==> config.mk <==
export PLATFORM = sky130hd
export DESIGN_NAME = ysyx_22040365_ctrl
export DESIGN_NICKNAME = d
export VERILOG_FILES = /design/src/rtl/ysyx_22040365_defines.sv /design/src/rtl/ysyx_22040365_pc_reg.sv /design/src/rtl/ysyx_22040365_ctrl.sv
export SDC_FILE = /design/constraint.sdc
export NUM_CORES = 1
export LEC_CHECK = 0
export ABC_CLOCK_PERIOD_IN_PS = 4170
export BUFFER_PORTS_ARGS = -buffer_cell sky130_fd_sc_hd__buf_2
export CELL_PAD_IN_SITES_DETAIL_PLACEMENT = 0
export CELL_PAD_IN_SITES_GLOBAL_PLACEMENT = 2
export CORE_ASPECT_RATIO = 1.4
export CORE_MARGIN = 2
export CORE_UTILIZATION = 25
export DETAILED_ROUTE_END_ITERATION = 16
export PLACE_DENSITY_LB_ADDON = 0.2
export SYNTH_ARGS = -nofsm -noshare
export SYNTH_HDL_FRONTEND = slang
export SYNTH_HIERARCHICAL = 1
export SYNTH_SLANG_ARGS = --single-unit
==> constraint.sdc <==
create_clock -name clk -period 4.17 [get_ports clk]
set_input_delay 0.417 -clock clk [delete_from_list [all_inputs] [get_ports clk]]
set_output_delay 0.417 -clock clk [all_outputs]
set_load 0.005 [all_outputs]
==> src/rtl/ysyx_22040365_defines.sv <==
// Shared definitions for the NPC multi-cycle sequencer: state encoding, ebreak word, halt causes.
package ysyx_22040365_defines;

    typedef enum logic [2:0] {
        ST_FETCH  = 3'd0,
        ST_WAIT   = 3'd1,
        ST_DECODE = 3'd2,
        ST_EXEC   = 3'd3,
        ST_WB     = 3'd4,
        ST_HALT   = 3'd5
    } state_e;

    localparam logic [31:0] EBREAK_INST   = 32'h0010_0073;

    localparam logic [1:0]  CAUSE_NONE    = 2'd0;
    localparam logic [1:0]  CAUSE_EBREAK  = 2'd1;
    localparam logic [1:0]  CAUSE_ILLEGAL = 2'd2;
    localparam logic [1:0]  CAUSE_TIMEOUT = 2'd3;

    // Retire counter sticks at all-ones instead of wrapping.
    function automatic logic [63:0] sat_inc(input logic [63:0] v);
        return (&v) ? v : v + 64'd1;
    endfunction

endpackage

==> src/rtl/ysyx_22040365_pc_reg.sv <==
// Program counter: loads RESET_PC on reset, advances by 4 (wrapping) when inc_en is set.
module ysyx_22040365_pc_reg #(
    parameter logic [63:0] RESET_PC = 64'h8000_0000
) (
    input  logic        clk,
    input  logic        rst,
    input  logic        inc_en,
    output logic [63:0] pc
);

    logic [63:0] pc_d, pc_q;

    always_comb begin
        pc_d = pc_q;
        if (inc_en) pc_d = pc_q + 64'd4;
    end

    always_ff @(posedge clk) begin
        if (rst) pc_q <= RESET_PC;
        else     pc_q <= pc_d;
    end

    assign pc = pc_q;

endmodule

==> src/rtl/ysyx_22040365_ctrl.sv <==
// Multi-cycle sequencer: fetch handshake, instruction register, execute/writeback strobes,
// retire counter and sticky halt with cause.
module ysyx_22040365_ctrl
    import ysyx_22040365_defines::*;
#(
    parameter logic [63:0] RESET_PC = 64'h8000_0000,
    parameter int unsigned TIMEOUT  = 255
) (
    input  logic        clk,
    input  logic        rst,
    output logic        ifu_req_valid,
    input  logic        ifu_req_ready,
    input  logic        ifu_rsp_valid,
    input  logic [31:0] ifu_rsp_inst,
    output logic [31:0] inst,
    input  logic        id_inst_type,
    input  logic [4:0]  id_rd,
    output logic [63:0] pc,
    output logic        rf_ren,
    output logic        exu_en,
    output logic        rf_wen,
    output logic [63:0] retired,
    output logic        halt,
    output logic [1:0]  halt_cause
);

    localparam logic [7:0] TIMEOUT_LIM = 8'(TIMEOUT);

    state_e      state_d, state_q;
    logic [31:0] inst_d, inst_q;
    logic [7:0]  timer_d, timer_q;
    logic [63:0] retired_d, retired_q;
    logic        halt_d, halt_q;
    logic [1:0]  cause_d, cause_q;
    logic        pc_inc;

    ysyx_22040365_pc_reg #(.RESET_PC(RESET_PC)) u_pc_reg (
        .clk    (clk),
        .rst    (rst),
        .inc_en (pc_inc),
        .pc     (pc)
    );

    always_comb begin
        state_d   = state_q;
        inst_d    = inst_q;
        timer_d   = timer_q;
        retired_d = retired_q;
        halt_d    = halt_q;
        cause_d   = cause_q;
        pc_inc    = 1'b0;
        unique case (state_q)
            ST_FETCH: begin
                if (ifu_req_ready) begin
                    state_d = ST_WAIT;
                    timer_d = '0;
                end
            end
            ST_WAIT: begin
                // A response in the last allowed cycle still wins over the timeout.
                if (ifu_rsp_valid) begin
                    inst_d  = ifu_rsp_inst;
                    state_d = ST_DECODE;
                end else begin
                    timer_d = timer_q + 8'd1;
                    if (timer_d == TIMEOUT_LIM) begin
                        state_d = ST_HALT;
                        halt_d  = 1'b1;
                        cause_d = CAUSE_TIMEOUT;
                    end
                end
            end
            ST_DECODE: begin
                if (inst_q == EBREAK_INST) begin
                    state_d   = ST_HALT;
                    halt_d    = 1'b1;
                    cause_d   = CAUSE_EBREAK;
                    retired_d = sat_inc(retired_q);
                end else if (id_inst_type) begin
                    state_d = ST_EXEC;
                end else begin
                    state_d = ST_HALT;
                    halt_d  = 1'b1;
                    cause_d = CAUSE_ILLEGAL;
                end
            end
            ST_EXEC: state_d = ST_WB;
            ST_WB: begin
                pc_inc    = 1'b1;
                retired_d = sat_inc(retired_q);
                state_d   = ST_FETCH;
            end
            ST_HALT: state_d = ST_HALT;
            default: state_d = ST_HALT;
        endcase
    end

    always_ff @(posedge clk) begin
        if (rst) begin
            state_q   <= ST_FETCH;
            inst_q    <= '0;
            timer_q   <= '0;
            retired_q <= '0;
            halt_q    <= 1'b0;
            cause_q   <= CAUSE_NONE;
        end else begin
            state_q   <= state_d;
            inst_q    <= inst_d;
            timer_q   <= timer_d;
            retired_q <= retired_d;
            halt_q    <= halt_d;
            cause_q   <= cause_d;
        end
    end

    assign ifu_req_valid = (state_q == ST_FETCH);
    assign rf_ren        = (state_q == ST_EXEC);
    assign exu_en        = (state_q == ST_EXEC);
    assign rf_wen        = (state_q == ST_WB) && (id_rd != 5'd0);
    assign inst          = inst_q;
    assign retired       = retired_q;
    assign halt          = halt_q;
    assign halt_cause    = cause_q;

endmodule

==> impl_results.md, run 1 <==
- Status: finished, final reports clean
- # diodes: 0
- Tmin final: 3.137 ns
- Hold Buf Count CTS: 0
- WP data required: 4.55 ns
- Clk slew on worst S/H paths: 0.07 ns
- Layout area overhead: 24.73%
- Number of synthesized flops with an enable pin: 0
- Most frequent cells in the layout: buf_2, dfxtp_1, nand2_1
- Hold_ws: 0.2049 ns
- Post-CTS Resized: 0
- Worst-Skew Late Latency: 0.44 ns
- Setup crit end kind: flip-flop
- Power Total: 3518 uW
- Critical path's top delay family: simple AND/OR/NAND/NOR gates
- First-pass GRT wire length: 42230 um
- Synth area leader: dfxtp_1
- Combinational share of power: 0.041
- ANT nets after route: 0
- Top post-synthesis cells by area: dfxtp_1, a21oi_1, nand2_1
- Setup-failing EPs final: 0
- Crit path DAT: 3.52 ns
- WL/cell: 16.16 um
- Synth Flop Type: dfxtp_1
- Proportion of synthesized chip area in sequential cells: 0.4149
- Cell Pwr Density: 339.8 nW/um^2
- Area used by multi-input combinational logic: 4508 um^2
- CP Max Fanout: 13
- CP dominant cell by count: inv_1
- Initial DRC count: 387
- Die footprint: 34690 um^2
- Die X: 158.0 um
- Worst VDD drop: 0.0002271 V
- Largest net degree at the start of global routing: 112
- Total Wirelength: 26770 um
- Fin crit share: 0.7524
- Sw power: 851.9 uW
- Slowest library cell on the worst path: or4_1
- Crit path cell chain: inv_1, or3_1, inv_1, and4_1, and3_1, nand4_1, or4_1, a21oi_1
- Port bufs: 206
- Die height: 219.6 um
- RSZ-0062 raised after global routing: false
- Worst path bufs/invs: 2
- Final WS setup: 1.033 ns
- Most common cell after layout, fill and taps aside: buf_2
- Core ar.: 32600 um^2
- Worst-case clock buffer depth: 2
- Synth async-reset ratio: 0
- Fin. max-slew vios: 0
- Final Core Density: 0.3176
- Num CTS Buffers: 17
- Register Area: 3443 um^2
- Synthesized area: 8299 um^2
- Yosys reg bits: 172
- CTS tree: built
- Fill cells: 3578
- Avg Inst Size Synth: 8.113 um^2
- Pre-CTS setup slack: 1.032 ns
- Setup crit start kind: flip-flop
- Cells after synthesis: 1023
- Worst slew pin tran: 0.9469 ns
- # clock sinks: 172
- # DRC: 0
- Worst stage delay on the critical path: 0.60 ns
- Vias in the first global route: 7614
- Via count: 8126
- Clock share of power: 0.482
- Max cap viols: 0
- Root buffer cell: clkbuf_16
- Int Pwr: 2666 uW
- Sequential Power Share: 0.476
- Top-area cell type share of the netlist area: 0.4149
- Final GP Congestion: 0.7539
- H-tree depth: 4
- Setup TNS: 0 ns
- DR vias/cell: 4.904
- All-Layer GR Usage: 0.1556
- Initial Util: 0.2546
- Global route total overflow: 0
- Initial antenna violation count: 0
- Crit path kind: flip-flop to flip-flop
- Setup Buffers After CTS: 0
- Post-Route Skew: 0.009757 ns
- Drt first pass iters: 5
- Share of cells above drive strength 1: 0.2325
- Boundary Pins: 209
- Leakage power: 0.003804 uW
- Site row count: 78
- HP Class: primary input to flip-flop
- Synth cell types: 61
- Final Hold Vio Count: 0
- Switching part of the total: 0.2422
- Synth warn: 6
- Nets@finish: 1250
- Relative slew margins: 0.3688
- DP HPWL: 19120 um
- Max Freq: 0.3187 GHz
[metrics by stage]
| stage | cells | area [um^2] |
|---|---|---|
| after CTS | 1657 | 10350 |
| after global placement | 1625 | 9739 |
| after detailed placement | 1625 | 9739 |
| after global routing | 1657 | 10350 |
| after floorplan | 1024 | 8303 |
| final | 1657 | 10350 |
[cell families (layout without fill, tap and decap cells)]
| group | after synthesis | in the layout | synth area share |
|---|---|---|---|
| multiplexers | 17 | 17 | 0.02292 |
| AO/OA/AOI/OAI | 222 | 222 | 0.1533 |
| other | 1 | 2 | 0.0004519 |
| buffers and inverters | 85 | 278 | 0.04236 |
| adder cells (fa/ha/maj) | 4 | 4 | 0.006031 |
| AND/OR/NAND/NOR | 487 | 487 | 0.3231 |
| flip-flops | 172 | 172 | 0.4149 |
| XOR/XNOR | 35 | 35 | 0.03694 |
[path summary, 6_finish.rpt]
kind | startpoint | to | slack (ns) | cells after the start
min reg2reg | halt$_SDFFE_PP0P_ | halt$_SDFFE_PP0P_ | 0.45 | 2
max | state_q[2]$_SDFFE_PP0P_ | u_pc_reg/pc[54]$_SDFFE_PP0P_ | 1.03 | 8
min | ifu_rsp_inst[5] | inst[5]$_SDFFE_PP0P_ | 0.20 | 3
max reg2reg | state_q[2]$_SDFFE_PP0P_ | u_pc_reg/pc[54]$_SDFFE_PP0P_ | 1.03 | 8
[sequential cells by signal, summed over array words and instances (netlist names)]
signal and flops:
halt_cause 2, timer_q 8, inst 32, state_q 3, u_pc_reg/pc 62, halt 1
retired 64
[worst register-to-register path, stage by stage (launching register included)]
cell,delay (ns)
dfxtp_1,0.47
inv_1,0.09
or3_1,0.49
inv_1,0.26
and4_1,0.28
and3_1,0.27
nand4_1,0.48
or4_1,0.60
a21oi_1,0.15
[power by group through the flow]
stage	logic (uW)	registers [uW]	clock network, uW
2_1_floorplan	85.1	1710	0
3_3_place_gp	150	1710	0
3_5_place_dp	150	1710	0
4_1_cts	151	1670	1770
5_1_grt	166	1680	1840
6_report	146	1680	1700
[layout make-up]
class | count | area share
multi-input cells | 767 | 0.4355
flip-flops and latches | 172 | 0.3326
inverters | 30 | 0.01088
clock inverters | 15 | 0.01801
repair buffers | 216 | 0.1087
clock buffers | 17 | 0.04110
well taps | 440 | 0.05318
[layer usage]
layer | vias up | track usage | share of wire
met5 | - | 0 | 0
met2 | 171 | 0.2704 | 0.51
met3 | 17 | 0.04130 | 0.055
li1 | 4085 | - | -
met1 | 3853 | 0.1858 | 0.43
met4 | 0 | 0.04895 | 0.012
[synthesized netlist by cell type (27+ instances only)]
library cell	number
o21ai_0	52
dfxtp_1	172
nor2_1	83
or4_1	29
nor4_1	27
or3_1	49
nand3_1	39
o31ai_1	28
a21oi_1	120
nand2_1	122
clkbuf_1	41
nand4_1	33
inv_1	30
Note: power is estimated with default switching activity, not from simulation.
==> inputs of run 2 (changes only) <==
- ABC_CLOCK_PERIOD_IN_PS: 4170 -> 3110
- clock period: 4.17 -> 3.11 ns (I/O delays scaled with it)
==> run 2 against run 1 <==
Cell area is 1.5% higher. Sequential power is 34% higher. Hold slack got worse by 0.10 ns. Routed wire length increased by 1.5%. Combinational power is 37% higher. Total power is 34% higher. Sequential share of layout area shrank 0.50 points. First-iteration DRC count shrank 4.9%. Fmax increased by 19%. Sequential cell count unchanged. Die area stayed put. Critical endpoint is now u_pc_reg/pc[61]$_SDFFE_PP0P_. Largest power group unchanged.
==> impl_results.md, run 2 (same netlist as run 1, synthesis figures left out) <==
- Status: finished, final reports clean
- ANT nets after route: 0
- Final Core Density: 0.3224
- Site row count: 78
- Final Hold Vio Count: 0
- Clk slew on worst S/H paths: 0.07 ns
- DR vias/cell: 4.897
- Layout area overhead: 26.61%
- Most common cell after layout, fill and taps aside: buf_2
- Initial DRC count: 368
- Power Total: 4725 uW
- Largest register FFs: 64
- CP Max Fanout: 26
- Crit path cell chain: or3_1, inv_1, and4_1, and3_1, nand4_1, buf_4, or4_1, a21oi_1
- # clock sinks: 172
- Combinational share of power: 0.042
- Setup crit start kind: flip-flop
- Die X: 158.0 um
- Hold Buf Count CTS: 0
- Drt first pass iters: 5
- Setup TNS: 0 ns
- Worst slew pin tran: 0.7334 ns
- Cell Pwr Density: 449.7 nW/um^2
- Setup crit end kind: flip-flop
- Global route total overflow: 0
- Max Freq: 0.3808 GHz
- Slowest library cell on the worst path: or4_1
- Design Area, Final: 10510 um^2
- Worst-Skew Late Latency: 0.44 ns
- Largest net degree at the start of global routing: 90
- Final GP Congestion: 0.7336
- # DRC: 0
- Root buffer cell: clkbuf_16
- Switching part of the total: 0.2361
- Most frequent cells in the layout: buf_2, dfxtp_1, nand2_1
- Via count: 8212
- Tmin final: 2.626 ns
- Post-Route Skew: 0.01299 ns
- Clock share of power: 0.483
- Die footprint: 34690 um^2
- Initial antenna violation count: 0
- Max cap viols: 0
- Core ar.: 32600 um^2
- Initial Util: 0.2546
- HP Class: primary input to flip-flop
- Crit path DAT: 3.00 ns
- Hold_ws: 0.1019 ns
- Relative slew margins: 0.5111
- Share of cells above drive strength 1: 0.2449
- RSZ-0062 raised after global routing: false
- DP Area: 9889 um^2
- Sequential Power Share: 0.475
- Nets@finish: 1270
- Sw power: 1115 uW
- Die height: 219.6 um
- Fin. max-slew vios: 0
- Port bufs: 206
- H-tree depth: 4
- Setup-failing EPs final: 0
- Crit path kind: flip-flop to flip-flop
- Worst VDD drop: 0.0003002 V
- Int Pwr: 3610 uW
- # diodes: 0
- Setup Buffers After CTS: 0
- Vias in the first global route: 7984
- DP HPWL: 19570 um
- Worst stage delay on the critical path: 0.51 ns
- CTS tree: built
- WL/cell: 16.21 um
- Worst-case clock buffer depth: 2
- WP data required: 3.48 ns
- Fin crit share: 0.8444
- First-pass GRT wire length: 43310 um
- Num CTS Buffers: 17
- Total Wirelength: 27180 um
- Leakage power: 0.003894 uW
- All-Layer GR Usage: 0.1587
- Boundary Pins: 209
- Post-CTS Resized: 0
==> run 2: metal layers <==
layer	vias up	GRT usage	routed length, um
li1	4126	-	-
met1	3890	0.1862	11670
met2	175	0.2829	13810
met3	21	0.03599	1279
met4	0	0.05255	426
met5	-	0	0
==> run 2: final cells by class <==
cell class,count,area [um^2]
fill,3667,22090
multi-input combinational,767,4508
sequential,172,3443
timing repair buffer,236,1275
tap,440,550.5
clock buffer,19,452.9
clock inverter,13,165.2
inverter,30,112.6
==> run 2: per-stage QoR <==
| step | std cells | worst slack (ns) |
|---|---|---|
| after global placement | 1645 | 0.5273 |
| after CTS | 1677 | 0.4778 |
| after floorplan | 1024 | 0.5927 |
| after global routing | 1677 | 0.2652 |
| final | 1677 | 0.4838 |
| after detailed placement | 1645 | 0.4927 |
==> run 2: path summary, 6_finish.rpt <==
check / slack [ns] / from / cells after the start / end
setup / recovery: 0.48 / state_q[0]$_SDFFE_PP0P_ / 8 / u_pc_reg/pc[61]$_SDFFE_PP0P_
hold / removal: 0.10 / ifu_rsp_inst[28] / 3 / inst[28]$_SDFFE_PP0P_
setup reg to reg: 0.48 / state_q[0]$_SDFFE_PP0P_ / 8 / u_pc_reg/pc[61]$_SDFFE_PP0P_
hold reg to reg: 0.45 / halt$_SDFFE_PP0P_ / 2 / halt$_SDFFE_PP0P_
==> run 2: critical path: cells and delay by family, from the launching register on <==
family | cells | cell delay [ns]
simple gates | 5 | 1.62
flops | 1 | 0.40
buf+inv | 2 | 0.38
compound gates | 1 | 0.15
==> run 2: power groups by stage <==
stage	Sequential (uW)	Combinational, uW	Clock, uW
floorplan	2290	114	0
global placement	2300	206	0
detailed placement	2300	206	0
CTS	2250	206	2380
global route	2250	227	2460
finish	2250	200	2280
